`config.mk`:
```
export PLATFORM = sky130hd
export DESIGN_NAME = inst_loader
export DESIGN_NICKNAME = d
export VERILOG_FILES = /design/src/rtl/inst_loader.sv
export SDC_FILE = /design/constraint.sdc
export NUM_CORES = 1
export LEC_CHECK = 0
export CELL_PAD_IN_SITES_DETAIL_PLACEMENT = 0
export CELL_PAD_IN_SITES_GLOBAL_PLACEMENT = 2
export CORE_ASPECT_RATIO = 1.25
export CORE_MARGIN = 2
export CORE_UTILIZATION = 28
export DETAILED_ROUTE_END_ITERATION = 8
export PLACE_DENSITY = 0.8
export SLEW_MARGIN = 15
export SYNTH_ARGS = -nofsm -noshare
export SYNTH_HDL_FRONTEND = slang
export SYNTH_SLANG_ARGS = --single-unit
```
`constraint.sdc`:
```
create_clock -name clk -period 2.5 [get_ports clk]
set_input_delay 0.5 -clock clk [delete_from_list [all_inputs] [get_ports clk]]
set_output_delay 0.5 -clock clk [all_outputs]
set_load 0.1 [all_outputs]
```
`src/rtl/inst_loader.sv`:
```
// Boot-time program loader: parses a length/payload/checksum byte frame, writes
// little-endian 32-bit words to instruction memory and releases the core reset.
module inst_loader #(
   parameter logic [31:0] BASE_ADDR = 32'h0000_0000,
   parameter int unsigned MAX_WORDS = 1024
) (
   input  logic        clk,
   input  logic        rst,
   input  logic        byte_valid_i,
   input  logic [7:0]  byte_i,
   output logic        byte_ready_o,
   output logic        mem_we_o,
   output logic [31:0] mem_addr_o,
   output logic [31:0] mem_data_o,
   output logic        cpu_rst_o,
   output logic        done_o,
   output logic        err_o
);

   typedef enum logic [2:0] {
      S_LEN_LO,
      S_LEN_HI,
      S_DATA,
      S_CSUM,
      S_DONE,
      S_ERR
   } state_t;

   state_t      state, state_nxt;
   logic        accept;
   logic [15:0] count;
   logic [15:0] word_idx;
   logic [1:0]  byte_idx;
   logic [7:0]  xor_acc;
   logic [23:0] word_buf;
   logic [15:0] len_full;

   assign accept   = byte_valid_i && byte_ready_o;
   assign len_full = {byte_i, count[7:0]};

   always_ff @(posedge clk) begin
      if (rst) state <= S_LEN_LO;
      else     state <= state_nxt;
   end

   always_comb begin
      state_nxt = state;
      if (accept) begin
         case (state)
            S_LEN_LO: state_nxt = S_LEN_HI;
            S_LEN_HI: begin
               if (32'(len_full) > MAX_WORDS) state_nxt = S_ERR;
               else if (len_full == 16'd0)    state_nxt = S_CSUM;
               else                           state_nxt = S_DATA;
            end
            S_DATA: begin
               if (byte_idx == 2'd3 && word_idx == count - 16'd1) state_nxt = S_CSUM;
            end
            S_CSUM:  state_nxt = (byte_i == xor_acc) ? S_DONE : S_ERR;
            default: state_nxt = state;
         endcase
      end
   end

   always_comb begin
      byte_ready_o = 1'b1;
      cpu_rst_o    = 1'b1;
      done_o       = 1'b0;
      err_o        = 1'b0;
      case (state)
         S_DONE: begin
            byte_ready_o = 1'b0;
            cpu_rst_o    = 1'b0;
            done_o       = 1'b1;
         end
         S_ERR: begin
            byte_ready_o = 1'b0;
            err_o        = 1'b1;
         end
         default: ;
      endcase
   end

   // Lanes 0..2 are buffered; the 4th byte goes straight into the write data.
   always_ff @(posedge clk) begin
      if (rst) begin
         count      <= '0;
         word_idx   <= '0;
         byte_idx   <= '0;
         xor_acc    <= '0;
         word_buf   <= '0;
         mem_we_o   <= 1'b0;
         mem_addr_o <= BASE_ADDR;
         mem_data_o <= '0;
      end else begin
         mem_we_o <= 1'b0;
         if (accept) begin
            xor_acc <= xor_acc ^ byte_i;
            case (state)
               S_LEN_LO: count[7:0]  <= byte_i;
               S_LEN_HI: count[15:8] <= byte_i;
               S_DATA: begin
                  byte_idx <= byte_idx + 2'd1;
                  case (byte_idx)
                     2'd0: word_buf[7:0]   <= byte_i;
                     2'd1: word_buf[15:8]  <= byte_i;
                     2'd2: word_buf[23:16] <= byte_i;
                     default: begin
                        mem_we_o   <= 1'b1;
                        mem_data_o <= {byte_i, word_buf};
                        mem_addr_o <= BASE_ADDR + 32'({word_idx, 2'b00});
                        word_idx   <= word_idx + 16'd1;
                     end
                  endcase
               end
               default: ;
            endcase
         end
      end
   end

endmodule

```
==> results of run 1 <==
repair_timing:
action	in CTS	in global routing
buffers inserted	0	1
pin swaps	1	0
endpoints found under the setup margin	2	3
gates resized for setup	4	10
placed cells by master, fill, tap and decap left out, drive strengths merged, types with 3 or more instances in the layout:
| cell type | n |
|---|---|
| nor4 | 8 |
| bufinv | 4 |
| dfxtp | 118 |
| o21ai | 7 |
| clkdlybuf4s50 | 9 |
| nand2b | 5 |
| nand3 | 34 |
| buf | 100 |
| inv | 8 |
| or3 | 4 |
| conb | 16 |
| nand4 | 12 |
| xor2 | 29 |
| nor3 | 7 |
| and2 | 3 |
| a21oi | 98 |
| nor2 | 42 |
| clkinv | 3 |
| clkbuf | 19 |
| or4 | 5 |
| a31o | 3 |
| ha | 6 |
| a2111oi | 3 |
| nand2 | 177 |
| xnor2 | 24 |
| clkinvlp | 5 |
| o31ai | 3 |
sequential cells by signal, indices dropped and copies added (netlist names):
| signal | flops |
|---|---|
| state | 3 |
| mem_we_o | 1 |
| count | 16 |
| byte_idx | 2 |
| word_idx | 16 |
| word_buf | 24 |
| xor_acc | 8 |
| mem_data_o | 32 |
| mem_addr_o | 16 |
per-layer routing:
layer | vias to the layer above | track usage [%]
li1 | 2406 | -
met1 | 2219 | 17.3
met2 | 74 | 26.7
met3 | 6 | 4.20
met4 | 0 | 4.66
met5 | - | 0
logic make-up (layout without fill, tap and decap cells):
family	Yosys count	after routing	synth area share, %
simple gates	306	306	25.9
buf+inv	80	148	6.85
fa+ha+maj	6	6	1.40
flops	118	118	44.1
other cells	1	16	0.0701
compound gates	125	125	13.0
xor+xnor	53	53	8.67
cell type report:
cell class	instances	area, µm²	area share, %
clock inverters	11	176	2.52
inverters	9	37.5	0.536
repair buffers	109	903	12.9
flip-flops and latches	118	2360	33.7
clock buffers	19	453	6.47
well taps	232	290	4.15
multi-input cells	506	2780	39.7
through the flow:
step	power (mW)	setup WS (ps)	area (µm²)	std cells	hold slack (ps)
finish	5.17	74.8	7000	1004	452
global route	5.37	-22.4	7000	1004	471
CTS	5.22	21.6	6940	1004	457
detailed placement	2.58	-88.7	6290	974	446
global placement	2.58	-99.8	6290	974	446
floorplan	2.41	50.2	5430	704	432
worst register-to-register path, stage by stage, from the launching register on:
cell and delay [ps]:
dfxtp_1 340, inv_1 50, ha_1 210, or3b_2 260, a21oi_2 90, a2111oi_0 660
a221oi_4 100, nor4_4 300, a311oi_2 140, a211oi_2 200
how the worst max path moves through the flow:
| stage | from | to | slack, ps | cells past startpoint |
|---|---|---|---|---|
| finish | count[0] | state[0] | 70 | 9 |
| global route | count[1] | state[2] | -20 | 10 |
| CTS | count[4] | state[0] | 20 | 9 |
| detailed placement | count[7] | state[0] | -90 | 8 |
| global placement | count[7] | state[0] | -100 | 8 |
| floorplan | count[0] | state[0] | 50 | 10 |
power breakdown:
group	internal, mW	switching (mW)
Combinational	0.221	0.410
Clock	1.71	0.891
Sequential	1.91	0.0276
Total	3.84	1.33
==> run_results.csv, run 1 <==
group,metric,value,unit
status,status,"complete, no violations",
hold_path,worst_hold_startpoint,"mem_addr_o[12]",
logic_synthesis,netlist_top_cells_area,"dfxtp_1 (44%), nand2_1 (12%), a21oi_1 (9.2%), xor2_1 (4.7%), xnor2_1 (3.9%)",
timing,hold_viol_final,0,
worst_setup_path,arrival,2760,ps
logic_synthesis,ys_seq_area_share,44.1,%
floorplanning,die_area,20200,µm²
worst_setup_path,r2r_cells,9,
clocking,cts-root-buf,"clkbuf_16",
logic_synthesis,synth_seq_cells,118,
worst_setup_path,reg2reg_to,"state[0]",
timing,post-route-min-period,2430,ps
clocking,htree_levels,4,
logic_synthesis,ys.flop_type,"dfxtp_1",
final_layout,fillers,1977,
power_and_ir_drop,ir_drop,0.000394,V
worst_setup_path,crit_family,"compound AO/OA/AOI/OAI gates",
floorplanning,dieHeight,159,µm
placed_design,gp_congestion,0.845,
worst_setup_path,slowest_stage,"a2111oi_0",
floorplanning,start_util,28.5,%
grt,grt_pass1_vias,4648,
worst_setup_path,ff2ff_setup_slack,70,ps
timing,setup_viol,0,
power_and_ir_drop,p_leak,2.62,nW
worst_setup_path,r2r-start,"count[0]",
routing,wl_met1,6360,µm
floorplanning,fp-row-count,56,
routing,drc_errors,0,
routing,wl_per_cell,14.5,µm
logic_synthesis,yosys_warnings,0,
routing,drtIter0Drc,177,
floorplanning,die_x,128,µm
logic_synthesis,ys_async_sr_fraction,0,%
logic_synthesis,syn_area,5350,µm²
worst_setup_path,crit_buf_inv,1,
timing,finalCritPeriodShare,97.0,%
grt,grt_pass1_wl,23700,µm
job,cap_violations,0,
final_layout,fin_nets,778,
clocking,path_clk_slew,60,ps
grt,grt_usage,14.9,%
worst_setup_path,cp-start-kind,"register",
logic_synthesis,synth-edff-count,0,
logic_synthesis,yosysTopAreaCellShare,44.1,%
worst_setup_path,crit_path_end_kind,"register",
final_layout,utilization,37.3,%
logic_synthesis,synth.distinct_cells,46,
clocking,cts_hold_buffers,0,
timing,max_freq,0.412,GHz
clocking,cts_made_buffers,17,
placed_design,io_buffers,63,
worst_setup_path,crit_path_cell_trace,"inv_1, ha_1, or3b_2, a21oi_2, a2111oi_0, a221oi_4, nor4_4, a311oi_2, a211oi_2",
timing,final_max_slew_viol_count,0,
timing,slew_headroom,48.6,%
final_layout,drive_gt1_share,20.7,%
timing,worst_slew_pin_slew,752,ps
routing,met3_length,536,µm
routing,totalWireLength,14500,µm
routing,postRouteAntennaNets,0,
power_and_ir_drop,power-per-cell-area,739,nW/µm²
worst_setup_path,max_stage_delay,660,ps
clocking,clk_latency,420,ps
routing,drtPass1Iterations,4,
worst_setup_path,critical_path_class,"reg2reg",
placed_design,dp_hpwl,10700,µm
logic_synthesis,avgSynthCellArea,7.77,µm²
clocking,ctsLongestPathBuffers,2,
grt,grt_max_degree,48,
routing,routed-via-count,4705,
hold_path,hold_path_end,"mem_addr_o[12]",
timing,rsz0062_at_grt,"true",
final_layout,syn_to_final_growth,30.8,%
grt,antenna_found_initial,0,
routing,via_per_inst,4.69,
clocking,cts_tree,"done",
routing,met2_wirelength,7510,µm
final_layout,antennaDiodeCount,0,
logic_synthesis,yosysTopAreaCell,"dfxtp_1",
worst_setup_path,required,2840,ps
clocking,numClockSinks,118,
hold_path,hp-class,"reg2reg",
floorplanning,pin_count,80,
timing,setup-tns-final,0,ps
logic_synthesis,synthTopCellsByCount,"nand2_1 (177), dfxtp_1 (118), a21oi_1 (98)",
worst_setup_path,worstPathMaxFanout,3,
hold_path,whs_path_depth,2,
routing,top_layer,"met4",
logic_synthesis,synthCells,689,
timing,finalClockSkew,10.9,ps
logic_synthesis,yosysMostFrequentCell,"nand2_1",
grt,gr-total-overflow,0,
floorplanning,coreArea,18800,µm²
No activity file was read; power rests on OpenSTA's default activity.
==> run 2, diff against run 1 <==
--- a/config.mk
+++ b/config.mk
@@ -8,7 +8,6 @@
 export CELL_PAD_IN_SITES_DETAIL_PLACEMENT = 0
 export CELL_PAD_IN_SITES_GLOBAL_PLACEMENT = 2
 export CORE_ASPECT_RATIO = 1.25
-export CORE_MARGIN = 2
 export CORE_UTILIZATION = 28
 export DETAILED_ROUTE_END_ITERATION = 8
 export PLACE_DENSITY = 0.8
==> run 2 against run 1 <==
The run now ends with design-rule violations left. Non-clock buffer count down 1. Clock-buffer cell count down 2. Core utilization down 0.30 points. Combinational power down 0.6%. Sequential share of layout area up 0.35 points. Power down 1.8%. Via count up 1.2%. Wire length down 1.7%. Cell count about the same. Largest power group unchanged. Critical endpoint unchanged. First-iteration DRC count up 40%. Global-route usage up 0.43 points. Fmax up 0.86%.
==> run_results.csv, run 2 (same netlist as run 1, synthesis figures left out) <==
group,metric,value,unit
floorplanning,start_util,28.5,%
floorplanning,coreArea,18800,µm²
clocking,cts_hold_buffers,0,
clocking,clk_latency,430,ps
routing,drtPass1Iterations,6,
routing,wl_per_cell,14.2,µm
worst_setup_path,crit_path_end_kind,"register",
clocking,path_clk_slew,60,ps
placed_design,io_buffers,63,
clocking,htree_levels,4,
power_and_ir_drop,sw_frac_of_total,27.1,%
placed_design,gp_congestion,0.863,
power_and_ir_drop,combPwrFrac,12.3,%
worst_setup_path,required,2770,ps
worst_setup_path,worstPathMaxFanout,4,
status,violations,"design-rule violations",
power_and_ir_drop,p_leak,2.60,nW
worst_setup_path,arrival,2680,ps
power_and_ir_drop,p_clk_share,49.5,%
final_layout,fin_nets,777,
placed_design,dp_cells,969,
floorplanning,pin_count,80,
final_layout,seq_area,2370,µm²
final_layout,top_register,"mem_data_o",
grt,grt_pass1_vias,4649,
clocking,cts_tree,"done",
timing,whs,452,ps
timing,final_max_slew_viol_count,0,
clocking,cts_made_buffers,17,
timing,slew_headroom,62.0,%
worst_setup_path,crit_path_cell_trace,"inv_1, ha_2, or3b_4, buf_4, xnor2_1, nor4_2, nand4_1, nor4_4, a31o_2, a211oi_2",
clocking,cts-root-buf,"clkbuf_16",
final_layout,top_regs,"mem_data_o: 32 flops, word_buf: 24 flops",
final_layout,multi_input_comb_area,2760,µm²
job,cap_violations,0,
worst_setup_path,cp-start-kind,"register",
timing,max_freq,0.416,GHz
grt,grt_usage,15.4,%
grt,antenna_found_initial,0,
power_and_ir_drop,power-per-cell-area,731,nW/µm²
timing,timing.final.ws_setup,95.4,ps
worst_setup_path,max_stage_delay,410,ps
floorplanning,dieHeight,157,µm
grt,gr-total-overflow,0,
routing,drtIter0Drc,248,
clocking,ctsLongestPathBuffers,2,
timing,worst_slew_pin_slew,565,ps
final_layout,drive_gt1_share,21.0,%
clocking,numClockSinks,118,
power_and_ir_drop,power_frac_seq,38.2,%
timing,finalClockSkew,15.2,ps
timing,hold_viol_final,0,
status,status,"complete, but fails checks",
placed_design,dp_hpwl,10200,µm
final_layout,fin_cells,1005,
placed_design,dp_slack,-46.9,ps
grt,grt_pass1_wl,23600,µm
final_layout,final_common_cell,"nand2_1",
timing,finalCritPeriodShare,96.2,%
worst_setup_path,crit_family,"simple AND/OR/NAND/NOR gates",
grt,grt_max_degree,50,
final_layout,utilization,37.0,%
floorplanning,die_x,126,µm
routing,totalWireLength,14300,µm
worst_setup_path,slowest_stage,"or3b_4",
timing,setup_viol,0,
final_layout,largest_register_ffs,32,
timing,post-route-min-period,2400,ps
routing,drc_errors,3,
routing,via_per_inst,4.74,
final_layout,fillers,1952,
final_layout,final_cell_mix,"nand2_1 (176), dfxtp_1 (116), a21oi_1 (97)",
power_and_ir_drop,p_int,3.70,mW
floorplanning,die_area,19700,µm²
power_and_ir_drop,ir_drop,0.000327,V
routing,postRouteAntennaNets,0,
final_layout,antennaDiodeCount,0,
worst_setup_path,critical_path_class,"reg2reg",
routing,routed-via-count,4760,
power_and_ir_drop,p_sw,1.38,mW
worst_setup_path,crit_buf_inv,2,
power_and_ir_drop,p_total,5.08,mW
floorplanning,fp-row-count,56,
hold_path,hp-class,"reg2reg",
final_layout,syn_to_final_growth,29.7,%
timing,rsz0062_at_grt,"true",
[run 2: worst reg2reg max path, stage by stage (launching register included)]
cell	delay [ps]
dfxtp_1	340
inv_1	60
ha_2	170
or3b_4	410
buf_4	170
xnor2_1	130
nor4_2	260
nand4_1	180
nor4_4	280
a31o_2	200
a211oi_2	50
[run 2: final timing paths]
path                                      end  slack [ps]        start  cells past startpoint
worst max register to register       state[0]         100     count[1]                     10
worst max-delay path                 state[0]         100     count[1]                     10
worst min register to register  mem_data_o[3]         450  word_buf[3]                      2
worst min-delay path            mem_data_o[3]         450  word_buf[3]                      2
[run 2: power groups by stage]
| stage | clock, mW | sequential [mW] | combinational, mW |
|---|---|---|---|
| 6_report | 2.51 | 1.94 | 0.627 |
| 5_1_grt | 2.67 | 1.94 | 0.676 |
| 4_1_cts | 2.58 | 1.94 | 0.589 |
| 3_5_place_dp | 0 | 1.98 | 0.581 |
| 3_3_place_gp | 0 | 1.98 | 0.578 |
| 2_1_floorplan | 0 | 1.97 | 0.434 |
[run 2: per-stage QoR]
stage	TNS, ps	area [µm²]
after global placement	-102	6240
after detailed placement	-80.8	6240
after global routing	-33.0	6940
after CTS	0	6850
after floorplan	0	5430
final	0	6940
[run 2: area by class of cell]
cell class                      instances  share of cell area [%]
Multi-Input combinational cell        506                    39.8
Sequential cell                       118                    34.1
Timing Repair Buffer                  108                    12.7
Clock buffer                           17                    6.13
Tap cell                              232                    4.18
Clock inverter                         15                    2.58
Inverter                                9                   0.541
[run 2: repair_timing]
| action | in CTS | in global routing |
|---|---|---|
| gates resized for setup | 1 | 16 |
| setup endpoints to repair | 1 | 3 |
| setup buffers | 0 | 4 |
| pin swaps | 0 | 9 |
[run 2: per-layer routing]
layer / GRT usage, % / wire length [µm] / vias up
met5: 0 / 0 / -
met4: 5.75 / 213 / 0
met3: 3.52 / 467 / 15
met2: 27.4 / 7320 / 90
met1: 17.9 / 6280 / 2250
li1: - / - / 2405
